===== src/rtl/sram_fifo_ctrl_pkg.sv =====
// Shared constants and access-select encoding for the SRAM-backed byte FIFO.
// Widths are tied to the single-port 256x8 macro this controller drives.
package sram_fifo_pkg;

  localparam int DW       = 8;
  localparam int AW       = 8;
  localparam int DEPTH    = 1 << AW;
  localparam int OB_DEPTH = 2;

  typedef enum logic [1:0] {
    ACC_IDLE,
    ACC_WR,
    ACC_RD
  } acc_e;

endpackage


===== src/rtl/sram_fifo_ctrl_if.sv =====
// Producer/consumer streams plus macro pins of the SRAM FIFO controller.
// The controller takes the slave view; bench and wrapper take the master view.
interface sram_fifo_ctrl_if;
  import sram_fifo_pkg::*;

  logic          in_valid;
  logic          in_ready;
  logic [DW-1:0] in_data;
  logic          out_valid;
  logic          out_ready;
  logic [DW-1:0] out_data;
  logic [AW:0]   count;
  logic [AW-1:0] sram_A;
  logic [DW-1:0] sram_I;
  logic [DW-1:0] sram_O;
  logic          sram_CSB;
  logic          sram_WEB;
  logic          sram_OEB;

  modport slave (
    input  in_valid, in_data, out_ready, sram_O,
    output in_ready, out_valid, out_data, count,
           sram_A, sram_I, sram_CSB, sram_WEB, sram_OEB
  );

  modport master (
    output in_valid, in_data, out_ready, sram_O,
    input  in_ready, out_valid, out_data, count,
           sram_A, sram_I, sram_CSB, sram_WEB, sram_OEB
  );

endinterface


===== src/rtl/sram_fifo_ctrl_obuf.sv =====
// Two-entry output buffer fed by macro read returns and drained by the consumer.
// The controller reserves a slot before every read, so an append never overflows.
module sram_fifo_obuf
  import sram_fifo_pkg::*;
(
  input  logic          CE,
  input  logic          RSTB,
  input  logic          i_push,
  input  logic [DW-1:0] i_push_data,
  input  logic          i_pop,
  output logic [DW-1:0] o_data,
  output logic [1:0]    o_cnt
);

  logic [DW-1:0] r_ob0;
  logic [DW-1:0] r_ob1;
  logic [1:0]    r_cnt;
  logic          w_pop;

  assign w_pop  = i_pop && (r_cnt != 2'd0);
  assign o_data = r_ob0;
  assign o_cnt  = r_cnt;

  always_ff @(posedge CE) begin
    if (!RSTB) begin
      r_ob0 <= '0;
      r_ob1 <= '0;
      r_cnt <= 2'd0;
    end else begin
      case ({i_push, w_pop})
        2'b10: begin
          if (r_cnt == 2'd0) r_ob0 <= i_push_data;
          else               r_ob1 <= i_push_data;
          r_cnt <= r_cnt + 2'd1;
        end
        2'b01: begin
          r_ob0 <= r_ob1;
          r_cnt <= r_cnt - 2'd1;
        end
        // Simultaneous pop and append: the new byte lands behind whatever remains.
        2'b11: begin
          if (r_cnt == 2'd1) begin
            r_ob0 <= i_push_data;
          end else begin
            r_ob0 <= r_ob1;
            r_ob1 <= i_push_data;
          end
        end
        default: ;
      endcase
    end
  end

endmodule


===== src/rtl/sram_fifo_ctrl.sv =====
// Byte FIFO built on one single-port SRAM macro: arbitrates one access per cycle
// between producer writes and refill reads into a two-entry output buffer.
module sram_fifo_ctrl
  import sram_fifo_pkg::*;
(
  input  logic             CE,
  input  logic             RSTB,
  sram_fifo_ctrl_if.slave  bus
);

  localparam logic [AW:0]   FULL  = (AW+1)'(DEPTH);
  localparam logic [AW:0]   ONE_M = (AW+1)'(1);
  localparam logic [AW-1:0] ONE_P = AW'(1);

  logic [AW-1:0] r_wptr;
  logic [AW-1:0] r_rptr;
  logic [AW-1:0] r_last_a;
  logic [DW-1:0] r_last_i;
  logic [AW:0]   r_mcount;
  logic          r_rd_pend;

  logic [1:0]    w_ob_cnt;
  logic [1:0]    w_occ;
  logic [DW-1:0] w_ob_head;
  logic          w_rd_urgent;
  logic          w_in_ready;
  logic          w_out_valid;
  logic          w_pop;
  acc_e          w_acc;
  logic [AW-1:0] w_addr;
  logic [DW-1:0] w_wdata;

  // Writes win unless the output side is starved, in which case a read is forced.
  always_comb begin
    w_occ       = w_ob_cnt + {1'b0, r_rd_pend};
    w_rd_urgent = (r_mcount != '0) && (w_occ == 2'd0);
    w_in_ready  = RSTB && (r_mcount < FULL) && !w_rd_urgent;
    w_out_valid = RSTB && (w_ob_cnt != 2'd0);
    w_pop       = w_out_valid && bus.out_ready;
    w_acc       = ACC_IDLE;
    if (bus.in_valid && w_in_ready)
      w_acc = ACC_WR;
    else if (RSTB && (r_mcount != '0) && (w_occ < 2'd2))
      w_acc = ACC_RD;
  end

  always_comb begin
    w_addr  = r_last_a;
    w_wdata = r_last_i;
    if (!RSTB) begin
      w_addr  = '0;
      w_wdata = '0;
    end else if (w_acc == ACC_WR) begin
      w_addr  = r_wptr;
      w_wdata = bus.in_data;
    end else if (w_acc == ACC_RD) begin
      w_addr  = r_rptr;
    end
  end

  assign bus.in_ready  = w_in_ready;
  assign bus.out_valid = w_out_valid;
  assign bus.out_data  = w_ob_head;
  assign bus.count     = RSTB ? r_mcount : '0;
  assign bus.sram_A    = w_addr;
  assign bus.sram_I    = w_wdata;
  assign bus.sram_CSB  = (w_acc == ACC_IDLE);
  assign bus.sram_WEB  = (w_acc != ACC_WR);
  assign bus.sram_OEB  = (w_acc != ACC_RD);

  always_ff @(posedge CE) begin
    if (!RSTB) begin
      r_wptr    <= '0;
      r_rptr    <= '0;
      r_last_a  <= '0;
      r_last_i  <= '0;
      r_mcount  <= '0;
      r_rd_pend <= 1'b0;
    end else begin
      r_rd_pend <= (w_acc == ACC_RD);
      case (w_acc)
        ACC_WR: begin
          r_wptr   <= r_wptr + ONE_P;
          r_mcount <= r_mcount + ONE_M;
          r_last_a <= r_wptr;
          r_last_i <= bus.in_data;
        end
        ACC_RD: begin
          r_rptr   <= r_rptr + ONE_P;
          r_mcount <= r_mcount - ONE_M;
          r_last_a <= r_rptr;
        end
        default: ;
      endcase
    end
  end

  // The macro's registered read data is valid exactly one cycle after the RD strobe.
  sram_fifo_obuf u_obuf (
    .CE          (CE),
    .RSTB        (RSTB),
    .i_push      (r_rd_pend),
    .i_push_data (bus.sram_O),
    .i_pop       (w_pop),
    .o_data      (w_ob_head),
    .o_cnt       (w_ob_cnt)
  );

endmodule


===== src/flat_wrapper.sv =====
// flat-port wrapper written by rule: the top's interface ports become plain ports
module sram_fifo_ctrl_flat import sram_fifo_pkg::*;
  (CE, RSTB, bus_in_valid, bus_in_data, bus_out_ready, bus_sram_O, bus_in_ready, bus_out_valid, bus_out_data, bus_count, bus_sram_A, bus_sram_I, bus_sram_CSB, bus_sram_WEB, bus_sram_OEB);
  sram_fifo_ctrl_if bus_i ();
  input  logic CE;
  input  logic RSTB;
  input wire logic [$bits(bus_i.in_valid)-1:0] bus_in_valid;
  input wire logic [$bits(bus_i.in_data)-1:0] bus_in_data;
  input wire logic [$bits(bus_i.out_ready)-1:0] bus_out_ready;
  input wire logic [$bits(bus_i.sram_O)-1:0] bus_sram_O;
  output wire logic [$bits(bus_i.in_ready)-1:0] bus_in_ready;
  output wire logic [$bits(bus_i.out_valid)-1:0] bus_out_valid;
  output wire logic [$bits(bus_i.out_data)-1:0] bus_out_data;
  output wire logic [$bits(bus_i.count)-1:0] bus_count;
  output wire logic [$bits(bus_i.sram_A)-1:0] bus_sram_A;
  output wire logic [$bits(bus_i.sram_I)-1:0] bus_sram_I;
  output wire logic [$bits(bus_i.sram_CSB)-1:0] bus_sram_CSB;
  output wire logic [$bits(bus_i.sram_WEB)-1:0] bus_sram_WEB;
  output wire logic [$bits(bus_i.sram_OEB)-1:0] bus_sram_OEB;
  assign bus_i.in_valid = bus_in_valid;
  assign bus_i.in_data = bus_in_data;
  assign bus_i.out_ready = bus_out_ready;
  assign bus_i.sram_O = bus_sram_O;
  assign bus_in_ready = bus_i.in_ready;
  assign bus_out_valid = bus_i.out_valid;
  assign bus_out_data = bus_i.out_data;
  assign bus_count = bus_i.count;
  assign bus_sram_A = bus_i.sram_A;
  assign bus_sram_I = bus_i.sram_I;
  assign bus_sram_CSB = bus_i.sram_CSB;
  assign bus_sram_WEB = bus_i.sram_WEB;
  assign bus_sram_OEB = bus_i.sram_OEB;
  sram_fifo_ctrl u_core (.CE(CE), .RSTB(RSTB), .bus(bus_i));
endmodule

===== config.mk =====
export PLATFORM = sky130hd
export DESIGN_NAME = sram_fifo_ctrl_flat
export DESIGN_NICKNAME = d
export VERILOG_FILES = /design/src/rtl/sram_fifo_ctrl_pkg.sv /design/src/rtl/sram_fifo_ctrl_if.sv /design/src/rtl/sram_fifo_ctrl_obuf.sv /design/src/rtl/sram_fifo_ctrl.sv /design/src/flat_wrapper.sv
export SDC_FILE = /design/constraint.sdc
export NUM_CORES = 1
export LEC_CHECK = 0
export ABC_AREA = 1
export ABC_CLOCK_PERIOD_IN_PS = 3000
export CORE_MARGIN = 2
export CORE_UTILIZATION = 44
export CTS_CLUSTER_SIZE = 25
export DETAILED_ROUTE_END_ITERATION = 12
export PLACE_DENSITY = 0.69
export SLEW_MARGIN = 20
export SYNTH_ARGS = -nofsm -noshare
export SYNTH_HDL_FRONTEND = slang
export SYNTH_SLANG_ARGS = --single-unit

===== constraint.sdc =====
create_clock -name CE -period 3 [get_ports CE]
set_clock_uncertainty 0.05 [all_clocks]
set_input_delay 0.6 -clock CE [delete_from_list [all_inputs] [get_ports CE]]
set_output_delay 0.6 -clock CE [all_outputs]
set_load 0.005 [all_outputs]

# After elaboration in Yosys (flattened, before gate mapping)
# Cells that the tools add are included.
dict set report word_totals {
  regBits 60
  output_inout_bits 38
  wordCells 67
}
dict set report classes {
  n_addsub 7
  order_cmp 2
  n_eq_ne 11
  n_mux 17
  reduce_logical 21
}
# cell n
set op_table {}
lappend op_table {{8-bit 2-to-1 mux} 9}
lappend op_table {{8-bit case mux with 2 select lines} 2}
lappend op_table {{8-bit case mux with 3 select lines} 1}
lappend op_table {{9-bit case mux with 2 select lines} 1}
lappend op_table {{8-bit by 1-bit adder with 8-bit output (second input constant)} 2}
lappend op_table {{9-bit by 1-bit adder with 9-bit output (second input constant)} 1}
lappend op_table {{1-bit logical AND} 9}
lappend op_table {{9-bit less-than comparator (second input constant)} 1}
lappend op_table {{9-bit 2-to-1 mux} 1}
lappend op_table {{9-bit nonzero test} 1}
lappend op_table {{9-bit by 1-bit subtractor with 9-bit output (second input constant)} 1}
lappend op_table {{2-bit inequality test (second input constant)} 4}
lappend op_table {{2-bit nonzero test} 4}
lappend op_table {{2-bit by 1-bit equality test with 1-bit output (second input constant)} 3}
lappend op_table {{2-bit equality test (second input constant)} 3}
lappend op_table {{2-bit zero test} 3}
lappend op_table {{2-bit 2-to-1 mux} 2}
lappend op_table {{2-bit case mux with 2 select lines} 1}
lappend op_table {{3-bit AND reduction} 1}
lappend op_table {{3-bit nonzero test} 1}
lappend op_table {{2-bit by 1-bit adder with 2-bit output} 1}
lappend op_table {{2-bit by 1-bit adder with 2-bit output (second input constant)} 1}
lappend op_table {{2-bit less-than comparator (second input constant)} 1}
lappend op_table {{2-bit by 1-bit inequality test with 1-bit output (second input constant)} 1}
lappend op_table {{3 further kinds} 3}

# Longest topological paths before layout
dict set report logic_depth {
  ltp_word 11
  ltp_mapped 21
}

# By module
# From an unflattened synthesis, not the netlist that was laid out.
dict set report unflattened {
  cells_unflattened 489
  area_unflattened_um2 3331.9
}
# module instances cells_per_inst area_per_inst_um2
set modules_own_cells {}
lappend modules_own_cells {sram_fifo_ctrl 1 346 2316.0}
lappend modules_own_cells {sram_fifo_obuf 1 143 1016.0}

# Least setup slack after synthesis
# No wires, ideal clock.
dict set report synth_path {
  kind {input-to-output}
  startpoint {input RSTB}
  endpoint {output bus_sram_A[2]}
  t_arrival_ns 1.920
  required_ns 2.350
  slack_ns 0.430
  path_stages 12
  cell_sequence {buf_4 > inv_2 > nor2_1 > nand3_4 > buf_6 > nand2_2 > inv_2 > buf_2 > nand2_1 > o21ai_0 > o21ai_1 > inv_1}
}
dict set report synth_between {
  elab_chain_len 8
  elab_cells_between_ends 12
}
# element line
set synth_rtl {}
lappend synth_rtl {{from (decl)} flat_wrapper.sv:6} ;# input logic RSTB;
lappend synth_rtl {{1-bit logical AND (on tied branches) (2 in a row)} {sram_fifo_ctrl.sv:43, sram_fifo_ctrl.sv:37}}
lappend synth_rtl {{2-bit 2-to-1 mux / 1-bit logical AND (equally long branches)} {sram_fifo_ctrl.sv:43, sram_fifo_ctrl.sv:41}}
lappend synth_rtl {{2-bit 2-to-1 mux} sram_fifo_ctrl.sv:41} ;# if (bus.in_valid && w_in_ready)
lappend synth_rtl {{2-bit equality test} sram_fifo_ctrl.sv:56} ;# end else if (w_acc == ACC_RD) begin
lappend synth_rtl {{8-bit 2-to-1 mux} sram_fifo_ctrl.sv:56}
lappend synth_rtl {{8-bit 2-to-1 mux} sram_fifo_ctrl.sv:53} ;# end else if (w_acc == ACC_WR) begin
lappend synth_rtl {{8-bit 2-to-1 mux *} sram_fifo_ctrl.sv:50} ;# if (!RSTB) begin
lappend synth_rtl {{to (decl)} flat_wrapper.sv:15} ;# output wire logic [$bits(bus_i.sram_A)-1:0] bus_sram_A;
# Every way passes the cells marked *; elsewhere a longest branch is shown, timed or not.

# Worst setup path after layout
dict set report layout_path {
  startpoint {register u_core.u_obuf.r_cnt[0] (netlist: u_core.u_obuf.o_cnt[0])}
  endpoint {output bus_sram_A[4]}
}
dict set report layout_between {
  elab_chain_len 11
  elab_cells_between_ends 15
}
# element line
set layout_rtl {}
lappend layout_rtl {{from (decl)} sram_fifo_ctrl_obuf.sv:17} ;# logic [1:0] r_cnt;
lappend layout_rtl {{from (signal assigned)} sram_fifo_ctrl_obuf.sv:34} ;# r_cnt <= r_cnt + 2'd1;
lappend layout_rtl {{from (signal assigned)} sram_fifo_ctrl_obuf.sv:38} ;# r_cnt <= r_cnt - 2'd1;
lappend layout_rtl {{2-bit by 1-bit adder with 2-bit output *} sram_fifo_ctrl.sv:35} ;# w_occ = w_ob_cnt + {1'b0, r_rd_pend};
lappend layout_rtl {{branches (longest 5 deep; another with 2-bit less-than comparator)} --}
lappend layout_rtl {{2-bit 2-to-1 mux *} sram_fifo_ctrl.sv:41}
lappend layout_rtl {{2-bit equality test} sram_fifo_ctrl.sv:56}
lappend layout_rtl {{8-bit 2-to-1 mux} sram_fifo_ctrl.sv:56}
lappend layout_rtl {{8-bit 2-to-1 mux *} sram_fifo_ctrl.sv:53}
lappend layout_rtl {{8-bit 2-to-1 mux *} sram_fifo_ctrl.sv:50}
# Every way passes the cells marked *.

==> flow_metrics.env <==
export IMPL_first_iter_violations=159
export IMPL_root_buffer="clkbuf_8"
export IMPL_cp_max_fo=7
export IMPL_finalHoldViolations=0
export IMPL_slew_viol_final=0
export IMPL_layout_min_cycle_time_ns=2.87
export IMPL_synth_top_area_cell="dfxtp_1"
export IMPL_power_density_nw_per_um2=866
export IMPL_dp_cells=616
export IMPL_placed_area_um2=3960
export IMPL_dieArea_um2=7800
export IMPL_grt_max_degree=27
export IMPL_path_clk_slew_ns=0.07
export IMPL_relSlewSlack=0.644
export IMPL_grt_pass1_vias=2719
export IMPL_antenna_found_initial=0
export IMPL_cts_sinks=60
export IMPL_yosysWarnings=0
export IMPL_postSynthAreaPerCell_um2=6.94
export IMPL_required_ns=2.35
export IMPL_hp_class="flop to flop"
export IMPL_grt_pass1_wl_mm=12.2
export IMPL_fmax_ghz=0.349
export IMPL_clkLatencyLatePin_ns=0.34
export IMPL_wl_per_cell_um=11.7
export IMPL_crit_family="buffers and inverters"
export IMPL_min_period_over_period=0.956
export IMPL_setup_viol=0
export IMPL_r2r_end="u_core.r_mcount[8]"
export IMPL_dpl_hpwl_mm=5.18
export IMPL_routed_via_density=4.85
export IMPL_start_util=0.458
export IMPL_ys_ff_latch=60
export IMPL_synth_ff_type="dfxtp_1"
export IMPL_die_w_um=88.3
export IMPL_synthesis_area_um2=3130
export IMPL_cts_buffers_inserted=9
export IMPL_rr_worst_depth=20
export IMPL_drc=0
export IMPL_rsz0062_at_grt="no"
export IMPL_synthTopCellsByArea="dfxtp_1 38%, nand2_1 9.8%, o21ai_0 9.0%, inv_1 8.0%, nor2_1 5.0%"
export IMPL_drtPass1Iterations=5
export IMPL_routed_wl_mm=7.46
export IMPL_final_cell_mix="81 x nand2_1, 66 x inv_1, 55 x dfxtp_1, 52 x o21ai_0, 40 x clkdlybuf4s50_1"
export IMPL_die_h_um=88.3
export IMPL_gp_congestion=0.846
export IMPL_whs_ns=0.416
export IMPL_worstSetupPathDepth=13
export IMPL_synth_edf_count=0
export IMPL_max_stage_delay_ns=0.36
export IMPL_seq_area_frac_synth=0.384
export IMPL_yosys_cell_types_count=38
export IMPL_grt_ovfl_total=0
export IMPL_cts_tree="done"
export IMPL_async_flop_share=0
export IMPL_htreeDepth=3
export IMPL_num_fill_cells=628
export IMPL_finalNonFillerCells=638
export IMPL_final_area_um2=4270
export IMPL_rrSetupSlack_ns=0.62
export IMPL_drive_gt1_frac=0.190
export IMPL_syn2layout_area_growth_pct=36.3
export IMPL_crit_chain="ha_4 > inv_1 > nand2_1 > nand2_2 > nor2_4 > nand2_2 > nand3_4 > buf_6 > inv_6 > a22o_1 > o21ai_2 > inv_1 > dlygate4sd2_1"
export IMPL_coreArea_um2=6830
export IMPL_ir_drop_mv=0.469
export IMPL_timing_critical_path_buf_inv=5
export IMPL_crit_start="u_core.u_obuf.o_cnt[0]"
export IMPL_status="finished clean"
export IMPL_path_class="flop to output pin"
export IMPL_cellLeakagePower_uw=0.00208
export IMPL_yosysTopAreaCellShare=0.384
export IMPL_synth_fp_nets=480
export IMPL_critPathLaunchType="flop"
export IMPL_vias=3097
export IMPL_crit_slowest_cell="dfxtp_2"
export IMPL_final_nets=567
export IMPL_r2r_start="u_core.r_mcount[3]"
export IMPL_rows=30
export IMPL_ctsLongestPathBuffers=2
export IMPL_endpoint_kind="output pin"
export IMPL_grt_usage=0.198
export IMPL_tightest_slew_ns=0.531
export IMPL_antennaDiodeCount=0
export IMPL_ios=58
export IMPL_final_common_cell="nand2_1"
export IMPL_drv_cap=0
export IMPL_portBuffers=57
export IMPL_crit_arrival_ns=2.22
export IMPL_synth_cells=451
export IMPL_critPathCapture="bus_sram_A[4]"
export IMPL_antenna_left=0
## stage by stage
| stage | total power [µW] | util | worst slack [ns] | setup TNS [ns] |
|---|---|---|---|---|
| global placement | 2920 | 0.579 | -0.243 | -3.15 |
| floorplan | 2240 | - | 0.430 | 0 |
| CTS | 3620 | 0.609 | -0.00213 | -0.00213 |
| detailed placement | 2940 | 0.579 | -0.260 | -3.19 |
| global route | 3990 | 0.625 | 0.00899 | 0 |
| finish | 3700 | 0.625 | 0.131 | 0 |
## area by class of cell
class	count	area, µm²	share of cell area
sequential	60	1210	0.283
clock inverter	5	30.0	0.00704
clock buffer	10	128	0.0299
timing repair buffer	93	858	0.201
multi-input combinational	297	1620	0.380
tap	96	120	0.0282
inverter	77	302	0.0707
## cells by family after synthesis
| kind of cell | synth area share |
|---|---|
| adders and majority gates | 0.0360 |
| AOI/OAI and AO/OA | 0.177 |
| and+or+nand+nor | 0.273 |
| xor gates and xnor gates | 0.00840 |
| buffers and inverters | 0.122 |
| DFF | 0.384 |
## worst min-delay path by stage
stage / startpoint / depth (start not counted) / to
2_1_floorplan: u_core.u_obuf.r_ob1[0] / 2 / u_core.u_obuf.r_ob1[0]
3_3_place_gp: u_core.r_last_i[3] / 2 / u_core.r_last_i[3]
3_5_place_dp: u_core.u_obuf.r_ob1[1] / 2 / u_core.u_obuf.r_ob1[1]
4_1_cts: u_core.r_last_i[6] / 2 / u_core.r_last_i[6]
5_1_grt: u_core.u_obuf.r_ob1[5] / 2 / u_core.u_obuf.r_ob1[5]
6_report: u_core.r_last_i[0] / 2 / u_core.r_last_i[0]
## layer usage
metal  up-vias  share of wire  global-route usage
met5         -              0                   0
met4         0          0.012              0.0634
met3         9          0.046              0.0504
met2        78           0.46               0.308
met1      1392           0.48               0.271
li1       1618              -                   -
## sequential cells by signal, summed over array words and instances, names as in the netlist
name                  count
u_core.u_obuf.r_ob1       8
u_core.r_last_i           8
u_core.u_obuf.o_data      8
u_core.r_wptr             8
u_core.r_last_a           8
u_core.r_mcount           9
u_core.u_obuf.o_cnt       2
u_core.r_rptr             8
u_core.r_rd_pend          1
## cells in the mapped netlist (3+ instances only)
| master | n |
|---|---|
| buf_2 | 7 |
| inv_1 | 67 |
| nand3_1 | 24 |
| o21ai_1 | 4 |
| nor2_2 | 3 |
| inv_2 | 10 |
| nand2_4 | 3 |
| dfxtp_1 | 60 |
| nor3_1 | 5 |
| nand2_2 | 11 |
| nand2_1 | 82 |
| ha_1 | 9 |
| o21ai_0 | 56 |
| xor2_1 | 3 |
| nor2_1 | 42 |
| clkbuf_1 | 6 |
| nor3_2 | 3 |
| a31oi_1 | 8 |
| a21oi_1 | 25 |
## what timing repair did
| action | 4_1_cts | 5_1_grt |
|---|---|---|
| resized for setup | 30 | 22 |
| hold buffers | 0 | 0 |
| pin swaps | 0 | 9 |
| setup endpoints to repair | 17 | 7 |
| buffers inserted | 3 | 4 |
| gates cloned | 0 | 0 |
## worst min-delay path: cells and delay by family, from the launching register on
kind / cells / cell delay [ns]
compound gates: 1 / 0.07
flops: 1 / 0.30
simple gates: 1 / 0.05
## power by group
group | switching (µW) | total, µW | internal, µW
combinational | 1020 | 1910 | 890
clock | 324 | 615 | 290
sequential | 148 | 1170 | 1020
total | 1490 | 3700 | 2200
Note: power is estimated with default switching activity, not from simulation.
